### src/rtl/branch_resolve_unit_if.sv
// Purpose : bundles the issue group, redirect/link results, BPU update port and perf counters
//           of the branch resolve unit.
// Ports   : slave = resolve unit side, master = issue/BPU/bench side; clk/rst_n stay outside.
interface branch_resolve_unit_if #(
  parameter int LANES  = 2,
  parameter int ADDR_W = 32,
  parameter int CNT_W  = 32
);
  logic                         flush_i;
  logic [LANES-1:0]             in_valid_i;
  logic                         in_ready_o;
  logic [LANES-1:0][3:0]        br_op_i;
  logic [LANES-1:0][ADDR_W-1:0] pc_i;
  logic [LANES-1:0][ADDR_W-1:0] inst_i;
  logic [LANES-1:0][ADDR_W-1:0] reg1_i;
  logic [LANES-1:0][ADDR_W-1:0] reg2_i;
  logic [LANES-1:0]             pred_taken_i;
  logic [LANES-1:0][ADDR_W-1:0] pred_addr_i;
  logic [LANES-1:0]             link_valid_o;
  logic [LANES-1:0][ADDR_W-1:0] link_res_o;
  logic                         redirect_valid_o;
  logic [ADDR_W-1:0]            redirect_pc_o;
  logic                         upd_valid_o;
  logic                         upd_ready_i;
  logic [ADDR_W-1:0]            upd_pc_o;
  logic [ADDR_W-1:0]            upd_target_o;
  logic                         upd_taken_o;
  logic                         upd_mispred_o;
  logic [CNT_W-1:0]             br_cnt_o;
  logic [CNT_W-1:0]             mispred_cnt_o;

  modport slave (
    input  flush_i, in_valid_i, br_op_i, pc_i, inst_i, reg1_i, reg2_i,
           pred_taken_i, pred_addr_i, upd_ready_i,
    output in_ready_o, link_valid_o, link_res_o, redirect_valid_o, redirect_pc_o,
           upd_valid_o, upd_pc_o, upd_target_o, upd_taken_o, upd_mispred_o,
           br_cnt_o, mispred_cnt_o
  );

  modport master (
    output flush_i, in_valid_i, br_op_i, pc_i, inst_i, reg1_i, reg2_i,
           pred_taken_i, pred_addr_i, upd_ready_i,
    input  in_ready_o, link_valid_o, link_res_o, redirect_valid_o, redirect_pc_o,
           upd_valid_o, upd_pc_o, upd_target_o, upd_taken_o, upd_mispred_o,
           br_cnt_o, mispred_cnt_o
  );
endinterface

### src/rtl/branch_resolve_unit.sv
// Purpose     : resolves up to LANES branch/jump uops per cycle, raises a redirect for the oldest
//               mispredicting lane, queues predictor updates and counts branches/mispredicts.
// Latency     : redirect/link/update visible 1 cycle after acceptance.
// Backpressure: in_ready_o drops unless a full group fits in the update FIFO (registered count);
//               the FIFO drains over upd_valid_o/upd_ready_i.
// Ports       : clk, rst_n (async active-low), bus (branch_resolve_unit_if.slave).
module branch_resolve_unit #(
  parameter int LANES     = 2,
  parameter int ADDR_W    = 32,
  parameter int UPD_DEPTH = 4,
  parameter int CNT_W     = 32
) (
  input  logic                 clk,
  input  logic                 rst_n,
  branch_resolve_unit_if.slave bus
);
  localparam int             PTR_W   = (UPD_DEPTH > 1) ? $clog2(UPD_DEPTH) : 1;
  localparam logic [PTR_W:0] ONE     = (PTR_W+1)'(1);
  localparam logic [PTR_W:0] RDY_MAX = (PTR_W+1)'(UPD_DEPTH - LANES);

  localparam logic [3:0] OP_BEQ  = 4'd1;
  localparam logic [3:0] OP_BNE  = 4'd2;
  localparam logic [3:0] OP_BLT  = 4'd3;
  localparam logic [3:0] OP_BGE  = 4'd4;
  localparam logic [3:0] OP_BLTU = 4'd5;
  localparam logic [3:0] OP_BGEU = 4'd6;
  localparam logic [3:0] OP_B    = 4'd7;
  localparam logic [3:0] OP_BL   = 4'd8;
  localparam logic [3:0] OP_JIRL = 4'd9;

  typedef struct packed {
    logic [ADDR_W-1:0] pc;
    logic [ADDR_W-1:0] target;
    logic              taken;
    logic              mispred;
  } upd_t;

  // Per-lane resolution results
  logic [LANES-1:0]  lane_br, lane_link, lane_taken, lane_mis;
  logic [ADDR_W-1:0] lane_tgt [LANES];
  logic [ADDR_W-1:0] lane_npc [LANES];
  logic [ADDR_W-1:0] lane_seq [LANES];

  for (genvar l = 0; l < LANES; l++) begin : g_lane
    logic [ADDR_W-1:0] pc, r1, r2, off16, off26, seq, tgt;
    logic [25:0]       inst;
    logic              eq, lts, ltu, br, link, taken;
    logic              unused_inst_hi;

    assign pc    = bus.pc_i[l];
    assign r1    = bus.reg1_i[l];
    assign r2    = bus.reg2_i[l];
    assign inst  = bus.inst_i[l][25:0];
    assign unused_inst_hi = ^bus.inst_i[l][ADDR_W-1:26];
    assign off16 = {{(ADDR_W-18){inst[25]}}, inst[25:10], 2'b00};
    assign off26 = {{(ADDR_W-28){inst[9]}}, inst[9:0], inst[25:10], 2'b00};
    assign seq   = pc + ADDR_W'(4);
    assign eq    = (r1 == r2);
    assign lts   = ($signed(r1) < $signed(r2));
    assign ltu   = (r1 < r2);

    always_comb begin
      br    = 1'b1;
      link  = 1'b0;
      taken = 1'b0;
      tgt   = pc + off16;
      case (bus.br_op_i[l])
        OP_BEQ:  taken = eq;
        OP_BNE:  taken = ~eq;
        OP_BLT:  taken = lts;
        OP_BGE:  taken = ~lts;
        OP_BLTU: taken = ltu;
        OP_BGEU: taken = ~ltu;
        OP_B:    begin taken = 1'b1; tgt = pc + off26; end
        OP_BL:   begin taken = 1'b1; tgt = pc + off26; link = 1'b1; end
        OP_JIRL: begin taken = 1'b1; tgt = r1 + off16; link = 1'b1; end
        default: br = 1'b0;
      endcase
    end

    assign lane_br[l]    = br;
    assign lane_link[l]  = link;
    assign lane_taken[l] = taken;
    assign lane_tgt[l]   = tgt;
    assign lane_seq[l]   = seq;
    assign lane_npc[l]   = taken ? tgt : seq;
    // A correct direction can still be a mispredict if the predicted target was wrong.
    assign lane_mis[l]   = br & ((taken != bus.pred_taken_i[l]) |
                                 (taken & bus.pred_taken_i[l] & (bus.pred_addr_i[l] != tgt)));
  end

  // State
  logic                    redirect_q;
  logic [ADDR_W-1:0]       redirect_pc_q;
  logic [LANES-1:0]        link_vld_q;
  logic [ADDR_W-1:0]       link_res_q [LANES];
  upd_t                    mem [UPD_DEPTH];
  logic [PTR_W-1:0]        wr_ptr, rd_ptr;
  logic [PTR_W:0]          count;
  logic [CNT_W-1:0]        br_cnt_q, mis_cnt_q;

  logic                    in_ready, accept, deq, upd_vld;
  logic [LANES-1:0]        live, surv, enq;
  logic [PTR_W-1:0]        slot [LANES];
  logic [PTR_W:0]          n_enq;
  logic                    win_vld, killed;
  logic [ADDR_W-1:0]       win_pc;
  logic [CNT_W:0]          br_sum, mis_sum;

  // Credit is taken from the registered count only; a same-cycle dequeue does not help.
  assign in_ready = (count <= RDY_MAX);
  // Inputs arriving while our own redirect is visible are wrong-path.
  assign accept   = in_ready & ~bus.flush_i & ~redirect_q;
  assign live     = bus.in_valid_i & {LANES{accept}};
  assign upd_vld  = (count != '0);
  assign deq      = upd_vld & bus.upd_ready_i;

  // Oldest mispredicting lane wins; everything younger is squashed. Surviving
  // branch lanes are packed into consecutive FIFO slots in lane order.
  always_comb begin
    killed  = 1'b0;
    win_vld = 1'b0;
    win_pc  = '0;
    n_enq   = '0;
    surv    = '0;
    enq     = '0;
    for (int l = 0; l < LANES; l++) begin
      slot[l] = n_enq[PTR_W-1:0];
      surv[l] = live[l] & ~killed;
      enq[l]  = surv[l] & lane_br[l];
      if (enq[l]) n_enq = n_enq + ONE;
      if (enq[l] & lane_mis[l]) begin
        win_vld = 1'b1;
        win_pc  = lane_npc[l];
        killed  = 1'b1;
      end
    end
  end

  assign br_sum  = {1'b0, br_cnt_q} + (CNT_W+1)'(n_enq);
  assign mis_sum = {1'b0, mis_cnt_q} + (CNT_W+1)'(win_vld);

  always_ff @(posedge clk or negedge rst_n) begin
    if (!rst_n) begin
      redirect_q    <= 1'b0;
      redirect_pc_q <= '0;
      link_vld_q    <= '0;
      for (int l = 0; l < LANES; l++) link_res_q[l] <= '0;
      for (int i = 0; i < UPD_DEPTH; i++) mem[i] <= '0;
      wr_ptr        <= '0;
      rd_ptr        <= '0;
      count         <= '0;
      br_cnt_q      <= '0;
      mis_cnt_q     <= '0;
    end else begin
      redirect_q    <= win_vld;
      redirect_pc_q <= win_pc;
      for (int l = 0; l < LANES; l++) begin
        link_vld_q[l] <= surv[l] & lane_link[l];
        link_res_q[l] <= (surv[l] & lane_link[l]) ? lane_seq[l] : '0;
        if (enq[l]) begin
          mem[wr_ptr + slot[l]] <= {bus.pc_i[l], lane_tgt[l], lane_taken[l], lane_mis[l]};
        end
      end
      wr_ptr    <= wr_ptr + n_enq[PTR_W-1:0];
      rd_ptr    <= rd_ptr + PTR_W'(deq);
      count     <= count + n_enq - {{PTR_W{1'b0}}, deq};
      br_cnt_q  <= br_sum[CNT_W]  ? '1 : br_sum[CNT_W-1:0];
      mis_cnt_q <= mis_sum[CNT_W] ? '1 : mis_sum[CNT_W-1:0];
    end
  end

  assign bus.in_ready_o       = in_ready;
  assign bus.redirect_valid_o = redirect_q;
  assign bus.redirect_pc_o    = redirect_pc_q;
  assign bus.link_valid_o     = link_vld_q;
  for (genvar l = 0; l < LANES; l++) begin : g_link_out
    assign bus.link_res_o[l] = link_res_q[l];
  end
  assign bus.upd_valid_o      = upd_vld;
  assign bus.upd_pc_o         = mem[rd_ptr].pc;
  assign bus.upd_target_o     = mem[rd_ptr].target;
  assign bus.upd_taken_o      = mem[rd_ptr].taken;
  assign bus.upd_mispred_o    = mem[rd_ptr].mispred;
  assign bus.br_cnt_o         = br_cnt_q;
  assign bus.mispred_cnt_o    = mis_cnt_q;
endmodule

### src/flat_wrapper.sv
// flat-port wrapper written by rule: the top's interface ports become plain ports
module branch_resolve_unit_flat 
#(
  parameter int LANES     = 2,
  parameter int ADDR_W    = 32,
  parameter int UPD_DEPTH = 4,
  parameter int CNT_W     = 32
)
  (clk, rst_n, bus_flush_i, bus_in_valid_i, bus_br_op_i, bus_pc_i, bus_inst_i, bus_reg1_i, bus_reg2_i, bus_pred_taken_i, bus_pred_addr_i, bus_upd_ready_i, bus_in_ready_o, bus_link_valid_o, bus_link_res_o, bus_redirect_valid_o, bus_redirect_pc_o, bus_upd_valid_o, bus_upd_pc_o, bus_upd_target_o, bus_upd_taken_o, bus_upd_mispred_o, bus_br_cnt_o, bus_mispred_cnt_o);
  branch_resolve_unit_if #(.LANES(LANES), .ADDR_W(ADDR_W), .CNT_W(CNT_W)) bus_i ();
  input  logic clk;
  input  logic rst_n;
  input wire logic [$bits(bus_i.flush_i)-1:0] bus_flush_i;
  input wire logic [$bits(bus_i.in_valid_i)-1:0] bus_in_valid_i;
  input wire logic [$bits(bus_i.br_op_i)-1:0] bus_br_op_i;
  input wire logic [$bits(bus_i.pc_i)-1:0] bus_pc_i;
  input wire logic [$bits(bus_i.inst_i)-1:0] bus_inst_i;
  input wire logic [$bits(bus_i.reg1_i)-1:0] bus_reg1_i;
  input wire logic [$bits(bus_i.reg2_i)-1:0] bus_reg2_i;
  input wire logic [$bits(bus_i.pred_taken_i)-1:0] bus_pred_taken_i;
  input wire logic [$bits(bus_i.pred_addr_i)-1:0] bus_pred_addr_i;
  input wire logic [$bits(bus_i.upd_ready_i)-1:0] bus_upd_ready_i;
  output wire logic [$bits(bus_i.in_ready_o)-1:0] bus_in_ready_o;
  output wire logic [$bits(bus_i.link_valid_o)-1:0] bus_link_valid_o;
  output wire logic [$bits(bus_i.link_res_o)-1:0] bus_link_res_o;
  output wire logic [$bits(bus_i.redirect_valid_o)-1:0] bus_redirect_valid_o;
  output wire logic [$bits(bus_i.redirect_pc_o)-1:0] bus_redirect_pc_o;
  output wire logic [$bits(bus_i.upd_valid_o)-1:0] bus_upd_valid_o;
  output wire logic [$bits(bus_i.upd_pc_o)-1:0] bus_upd_pc_o;
  output wire logic [$bits(bus_i.upd_target_o)-1:0] bus_upd_target_o;
  output wire logic [$bits(bus_i.upd_taken_o)-1:0] bus_upd_taken_o;
  output wire logic [$bits(bus_i.upd_mispred_o)-1:0] bus_upd_mispred_o;
  output wire logic [$bits(bus_i.br_cnt_o)-1:0] bus_br_cnt_o;
  output wire logic [$bits(bus_i.mispred_cnt_o)-1:0] bus_mispred_cnt_o;
  assign bus_i.flush_i = bus_flush_i;
  assign bus_i.in_valid_i = bus_in_valid_i;
  assign bus_i.br_op_i = bus_br_op_i;
  assign bus_i.pc_i = bus_pc_i;
  assign bus_i.inst_i = bus_inst_i;
  assign bus_i.reg1_i = bus_reg1_i;
  assign bus_i.reg2_i = bus_reg2_i;
  assign bus_i.pred_taken_i = bus_pred_taken_i;
  assign bus_i.pred_addr_i = bus_pred_addr_i;
  assign bus_i.upd_ready_i = bus_upd_ready_i;
  assign bus_in_ready_o = bus_i.in_ready_o;
  assign bus_link_valid_o = bus_i.link_valid_o;
  assign bus_link_res_o = bus_i.link_res_o;
  assign bus_redirect_valid_o = bus_i.redirect_valid_o;
  assign bus_redirect_pc_o = bus_i.redirect_pc_o;
  assign bus_upd_valid_o = bus_i.upd_valid_o;
  assign bus_upd_pc_o = bus_i.upd_pc_o;
  assign bus_upd_target_o = bus_i.upd_target_o;
  assign bus_upd_taken_o = bus_i.upd_taken_o;
  assign bus_upd_mispred_o = bus_i.upd_mispred_o;
  assign bus_br_cnt_o = bus_i.br_cnt_o;
  assign bus_mispred_cnt_o = bus_i.mispred_cnt_o;
  branch_resolve_unit #(.LANES(LANES), .ADDR_W(ADDR_W), .UPD_DEPTH(UPD_DEPTH), .CNT_W(CNT_W)) u_core (.clk(clk), .rst_n(rst_n), .bus(bus_i));
endmodule
### config.mk
export PLATFORM = sky130hd
export DESIGN_NAME = branch_resolve_unit_flat
export DESIGN_NICKNAME = d
export VERILOG_FILES = /design/src/rtl/branch_resolve_unit_if.sv /design/src/rtl/branch_resolve_unit.sv /design/src/flat_wrapper.sv
export SDC_FILE = /design/constraint.sdc
export NUM_CORES = 2
export LEC_CHECK = 0
export BUFFER_PORTS_ARGS = -buffer_cell sky130_fd_sc_hd__buf_2
export CORE_MARGIN = 2
export CORE_UTILIZATION = 33
export DETAILED_ROUTE_END_ITERATION = 12
export PLACE_DENSITY = 0.53
export SETUP_SLACK_MARGIN = 0.4
export SLEW_MARGIN = 20
export SYNTH_ARGS = -nofsm -noshare
export SYNTH_HDL_FRONTEND = slang
export SYNTH_SLANG_ARGS = --single-unit
### constraint.sdc
create_clock -name clk -period 5.5 [get_ports clk]
set_input_delay 0.55 -clock clk [delete_from_list [all_inputs] [get_ports clk]]
set_output_delay 0.55 -clock clk [all_outputs]
set_load 0.005 [all_outputs]
# [Yosys cells after proc, flatten, opt, wreduce, memory -nomap -nowiden]
# Index checks and enable logic that the tools add are counted.
# Widths: inputs -> output; s select.
[word_totals] reg_bits=434 in_bits=336 output_inout_bits=231
[op_classes] n_reduce_logical=11 bitwise=31 n_eq_ne=24 magnitude_cmp=10 n_addsub=16 mux=31
[op_table] operator="$bwmux 264" n=2
[op_table] operator="$mux 264" n=2
[op_table] operator="$demux 66 s2" n=2
[op_table] operator="$mux 66" n=4
[op_table] operator="$mux 32" n=8
[op_table] operator="$add 32x32->32" n=6
[op_table] operator="$bmux 66 s2" n=1
[op_table] operator="$lt 32x32->1" n=4
[op_table] operator="$pmux 32 s2" n=2
[op_table] operator="$add 32x3->32 const B" n=2
[op_table] operator="$eq 32x32->1" n=2
[op_table] operator="$ne 32x32->1" n=2
[op_table] operator="$add 32x1->33" n=1
[op_table] operator="$add 32x3->33" n=1
[op_table] operator="$eq 4x3->1 const B" n=8
[op_table] operator="$reduce_or 9->1" n=2
[op_table] operator="$and 1x1->1" n=16
[op_table] operator="$eq 4x2->1 const B" n=4
[op_table] operator="$eq 4x4->1 const B" n=4
[op_table] operator="$pmux 1 s7" n=2
[op_table] operator="$ge 3x3->1 const B" n=3
[op_table] operator="$not 1->1" n=9
[op_table] operator="$not 2->3" n=3
[op_table] operator="$eq 4x1->1 const B" n=2
[op_table] operator="16 further kinds" n=31

# [Depth between registers and ports, before layout]
[logic_depth] ltp_word=16 depth_mapped=39 mapped_depth_nobuf=36

# [Worst setup path after synthesis]
# Ideal clock, no wire load.
[synth_timing] path_type="input to register" from="input bus_reg2_i[25]" to="register u_core.br_cnt_q[17] (netlist: u_core.bus.br_cnt_o[17])" path_stages=39 t_required_ps=5432 path_slack_ps=-2672 t_arrival_ps=8105 cell_sequence="inv_1 > ha_1 > a21o_1 > a21o_1 > a21o_1 > a21oi_1 > o21ai_0 > or3_1 > nor2_1 > o32ai_1 > a211oi_1 > o21a_1 > inv_1 > clkbuf_1 > ha_1 > nor3_1 > nand4_1 > a221oi_2 > [... 3 more ...] > a21oi_2 > clkbuf_1 > nor2_1 > ha_1 > xor2_1 > ha_1 > a21oi_1 > nor2_1 > and3_1 > and3_1 > nand2_1 > nor2_1 > nand2_1 > nor4_1 > nand2_1 > clkbuf_1 > buf_1 > nand2_1"
[synth_via] elab_chain_cells=15 elab_cells_between_ends=20
[synth_lines] element="start: declaration" line="flat_wrapper.sv:19" source="input wire logic [$bits(bus_i.reg2_i)-1:0] bus_reg2_i;"
[synth_lines] element="$lt 32x32->1 (tied with other cells)" line="branch_resolve_unit.sv:60" source="assign ltu = (r1 < r2);"
[synth_lines] element="$not 1->1, on equally long branches" line="branch_resolve_unit.sv:73, branch_resolve_unit.sv:69, branch_resolve_unit.sv:71"
[synth_lines] element="$pmux 1 s7 (*)" line="branch_resolve_unit.sv:67" source="case (bus.br_op_i[l])"
[synth_lines] element="$and 1x1->1 (2 in series)" line="branch_resolve_unit.sv:89" source="(taken & bus.pred_taken_i[l] & (bus.pred_addr_i[l] != tgt)));"
[synth_lines] element="$or 1x1->1 (*)" line="branch_resolve_unit.sv:88" source="assign lane_mis[l] = br & ((taken != bus.pred_taken_i[l]) |"
[synth_lines] element="$and 1x1->1 (*)" line="branch_resolve_unit.sv:88"
[synth_lines] element="$and 1x1->1 (*)" line="branch_resolve_unit.sv:132" source="if (enq[l] & lane_mis[l]) begin"
[synth_lines] element="$mux 1 (*)" line="branch_resolve_unit.sv:132"
[synth_lines] element="$not 1->1 (*)" line="branch_resolve_unit.sv:129" source="surv[l] = live[l] & ~killed;"
[synth_lines] element="$and 1x1->1 (*)" line="branch_resolve_unit.sv:129"
[synth_lines] element="$and 1x1->1 (*)" line="branch_resolve_unit.sv:130" source="enq[l] = surv[l] & lane_br[l];"
[synth_lines] element="$mux 3 (*)" line="branch_resolve_unit.sv:131" source="if (enq[l]) n_enq = n_enq + ONE;"
[synth_lines] element="$add 32x3->33 (*)" line="branch_resolve_unit.sv:140" source="assign br_sum = {1'b0, br_cnt_q} + (CNT_W+1)'(n_enq);"
[synth_lines] element="$mux 32 (*)" line="branch_resolve_unit.sv:168" source="br_cnt_q <= br_sum[CNT_W] ? '1 : br_sum[CNT_W-1:0];"
[synth_lines] element="end signal: assignment" line="branch_resolve_unit.sv:168"
[synth_lines] element="end: declaration" line="branch_resolve_unit.sv:100" source="logic [CNT_W-1:0] br_cnt_q, mis_cnt_q;"
# Mark *: on every way between the ends. The rest lies on a longest branch, timed or not.

# [Worst setup path after layout]
[layout_timing] from="input bus_br_op_i[1]" to="register u_core.br_cnt_q[3] (netlist: u_core.bus.br_cnt_o[3])"
[layout_via] elab_chain_cells=15 elab_cells_between_ends=32
[layout_lines] element="start: declaration" line="flat_wrapper.sv:15" source="input wire logic [$bits(bus_i.br_op_i)-1:0] bus_br_op_i;"
[layout_lines] element="$eq 4x3->1 or $eq 4x4->1 (tied branches)" line="branch_resolve_unit.sv:67"
[layout_lines] element="$reduce_or 2->1 (no source line) or $reduce_or 3->1 (tied branches)"
[layout_lines] element="$pmux 32 s2 or $pmux 1 s7 (tied branches)" line="branch_resolve_unit.sv:67"
[layout_lines] element="$ne 32x32->1 or $and 1x1->1 (tied branches)" line="branch_resolve_unit.sv:89"
[layout_lines] element="$and 1x1->1" line="branch_resolve_unit.sv:89"
[layout_lines] element="$or 1x1->1" line="branch_resolve_unit.sv:88"
[layout_lines] element="$and 1x1->1" line="branch_resolve_unit.sv:88"
[layout_lines] element="$and 1x1->1" line="branch_resolve_unit.sv:132"
[layout_lines] element="$mux 1" line="branch_resolve_unit.sv:132"
[layout_lines] element="$not 1->1" line="branch_resolve_unit.sv:129"
[layout_lines] element="$and 1x1->1" line="branch_resolve_unit.sv:129"
[layout_lines] element="$and 1x1->1" line="branch_resolve_unit.sv:130"
[layout_lines] element="$mux 3 (*)" line="branch_resolve_unit.sv:131"
[layout_lines] element="$add 32x3->33 (*)" line="branch_resolve_unit.sv:140"
[layout_lines] element="$mux 32 (*)" line="branch_resolve_unit.sv:168"
# Marks and branches as above.

==> impl_metrics.yaml <==
critical_path:
  path_max_fanout: 10
  critical_path_class: "in -> reg"
  cp-end-kind: "flip-flop"
  crit_start: "bus_br_op_i[1]"
  arrival_ns: 6.94
  rr_worst_depth: 23
  crit_path_frequent_cell: "ha_4"
  critPathMaxStageDelay_ns: 0.48
  crit_path_start_kind: "primary input"
  rr_startpoint: "u_core.count[1]"
  crit_path_top_delay_cell: "a2111oi_4"
  critPathRequiredTime_ns: 6.01
synthesis:
  post_synth_instance_area_um2: 35100
  syn_nets: 4434
  synth-async-reset-ratio_pct: 100
  synth_cell_types: 90
  synth_cells: 3898
  synth_edf_count: 0
  ys_seq_area_share_pct: 31.0
  ys_ff_latch: 434
  synthFlopType: "dfrtp_1"
  postSynthAreaPerCell_um2: 8.99
  yosys_warnings: 0
grt:
  grt_max_degree: 131
  gr-total-overflow: 0
  grt_usage_pct: 29.1
  antenna_found_initial: 19
  grt_first_pass_wirelength_um: 236000
  grt_pass1_vias: 36600
route:
  wirelength_um: 164000
  drc: 0
  via_per_inst: 5.42
  post_drt_wl_per_cell_um: 24.2
  num_vias: 36700
  drtIter0Drc: 3043
  dr.pass1.iters: 6
  final_antenna_net_count: 0
cts:
  clk_pin_slew_ns: 0.07
  clock_latency_ns: 0.58
  htreeDepth: 2
  clockBufferDepth: 3
  numCtsBuffers: 43
  postCtsHoldBufs: 0
  cts_root_buffer: "clkbuf_16"
  cts_tree: "done"
  cts_sinks: 434
die:
  chipHeight_um: 330
  rows: 119
  dieArea_um2: 109000
  core_um2: 105000
  io-pin-count: 567
  initial_utilization_pct: 33.3
  dieWidth_um: 330
finish:
  layout_common_cells: "buf_4 (918), buf_2 (546), nand2_1 (450)"
  drive_above_1_share_pct: 43.8
  multi_input_area_um2: 25300
  finalNonFillerCells: 6767
  syn2layout_area_growth_pct: 50.0
  final_cell_area_um2: 52600
  ff_latch_area_um2: 10900
  final_common_cell: "buf_4"
  nets: 5872
  num-fill-cells: 9978
sta:
  max_clock_freq_mhz: 155
  setup_ws_ns: -0.936
  setup_viol: 366
  worst_pin_slew_ns: 1.19
  setup_tns_ns: -82.48
  rsz0062_at_grt: "true"
  fin_crit_sh_pct: 117
  final_hold_viol_count: 0
  hold-worst-slack_ns: 0.106
  slew_headroom_pct: 20.2
  period_needed_ns: 6.44
  finClkSkew_ns: 0.0131
  drv_slew: 0
placed_design:
  numPortBuffers: 554
  hpwl_um: 125000
  dpl.cell_count: 6506
  placed_area_um2: 46400
  gp_congestion: 0.967
run:
  cap_viol_max_count: 0
outcome:
  status: "complete, but fails checks"
  violations: "negative setup slack"
hold_path:
  hold_path.class: "in -> async"
power_and_ir_drop:
  power.density_nw_per_um2: 309
  ir_drop_uv: 311
  leakage_uw: 0.0259
## cell type report
type | count | area share, %
well taps | 1391 | 3.31
flip-flops and latches | 434 | 20.7
clock buffers | 60 | 2.38
diodes | 10 | 0.0476
repair buffers | 1642 | 24.1
multi-input cells | 3078 | 48.1
inverters | 137 | 0.987
clock inverters | 15 | 0.462
## cells by family after synthesis
group                      Yosys count  synth area share [%]
AOI/OAI and AO/OA                  806                  15.4
and+or+nand+nor                   1286                  17.1
adders and majority gates          200                  7.25
DFF                                434                  31.0
xor gates and xnor gates           238                  6.03
buffers and inverters              389                  4.47
muxes                              545                  18.7
## critical path: cells and delay by family
family	cells	cell delay [ns]
AOI/OAI and AO/OA	8	1.48
adders and majority gates	4	0.74
buffers and inverters	9	1.43
muxes	1	0.33
and+or+nand+nor	14	2.37
## registers in the layout, summed over array words and instances (netlist names)
| name | count |
|---|---|
| u_core.bus.br_cnt_o | 32 |
| u_core.bus.link_res_o | 64 |
| u_core.bus.link_valid_o | 2 |
| u_core.bus.mispred_cnt_o | 32 |
| u_core.bus.redirect_pc_o | 32 |
| u_core.bus.redirect_valid_o | 1 |
| u_core.count | 3 |
| u_core.mem | 264 |
| u_core.rd_ptr | 2 |
| u_core.wr_ptr | 2 |
## worst paths after layout
path	slack (ns)	endpoint
hold reg to reg	0.54	u_core.bus.mispred_cnt_o[31]
setup / recovery	-0.94	u_core.bus.br_cnt_o[3]
setup reg to reg	1.05	u_core.bus.br_cnt_o[3]
hold / removal	0.11	u_core.count[2]
max in group asynchronous	4.04	u_core.mem[15]
min in group clk	0.33	u_core.bus.link_res_o[0]
## power breakdown
part | internal, uW | leakage (uW) | total (uW) | switching [uW]
sequential | 4170 | 0.00565 | 4910 | 737
clock | 1870 | 0.000735 | 3210 | 1340
combinational | 4080 | 0.0195 | 8140 | 4060
## cells in the mapped netlist (all sizes together) (7+ instances only)
| library cell | n | area share [%] |
|---|---|---|
| o21bai | 9 | 0.19 |
| o221ai | 7 | 0.17 |
| nor4 | 22 | 0.47 |
| o2111ai | 12 | 0.30 |
| mux2 | 231 | 7.4 |
| nor3 | 60 | 0.87 |
| nand4 | 79 | 1.4 |
| o21a | 37 | 0.79 |
| o21ai | 139 | 2.0 |
| or2 | 12 | 0.21 |
| nand4b | 9 | 0.22 |
| a31oi | 25 | 0.45 |
| nand2 | 503 | 5.4 |
| a311oi | 7 | 0.17 |
| a211oi | 29 | 0.62 |
| nand3 | 96 | 1.4 |
| a21oi | 277 | 4.0 |
| a221oi | 8 | 0.22 |
| o2bb2ai | 30 | 1.2 |
| xnor2 | 116 | 2.9 |
| dfrtp | 434 | 31 |
| or4 | 10 | 0.22 |
| a21o | 64 | 1.4 |
| a21boi | 15 | 0.32 |
| o211ai | 39 | 0.84 |
| a2111oi | 13 | 0.32 |
| nor2 | 311 | 3.3 |
| a211o | 17 | 0.42 |
| inv | 136 | 1.5 |
| and2 | 33 | 0.59 |
| clkbuf | 180 | 1.9 |
| mux4 | 66 | 4.2 |
| or3 | 20 | 0.36 |
| xor2 | 120 | 3.0 |
| buf | 72 | 1.1 |
| o31ai | 10 | 0.21 |
| mux2i | 248 | 7.1 |
| nor3b | 9 | 0.19 |
| o22ai | 8 | 0.14 |
| and4 | 19 | 0.47 |
| ha | 195 | 7.0 |
| nor2b | 25 | 0.45 |
| and3 | 31 | 0.55 |
| nand2b | 26 | 0.46 |
## metrics by stage
stage | power [uW] | worst slack (ns) | util [%]
2_1_floorplan | 8770 | -1.25 | -
3_3_place_gp | 12200 | -3.42 | 44.1
3_5_place_dp | 12300 | -3.25 | 44.1
4_1_cts | 16100 | -0.858 | 49.0
5_1_grt | 17100 | -1.22 | 49.9
6_report | 16300 | -0.936 | 50.0
## metal layers
metal / global-route usage [%] / vias to the layer above / share of wire [%]
met2: 49.0 / 1402 / 47
met3: 4.11 / 258 / 7.1
met5: 0 / - / 0.052
met1: 38.0 / 18000 / 42
li1: - / 17000 / -
met4: 10.2 / 14 / 3.8
## what timing repair did
| item | CTS | global route |
|---|---|---|
| resized for setup | 423 | 146 |
| endpoints found under the setup margin | 399 | 399 |
| setup buffers | 113 | 27 |
| pin swaps | 90 | 38 |
| cloned | 33 | 3 |
(Power assumes the default switching activity.)
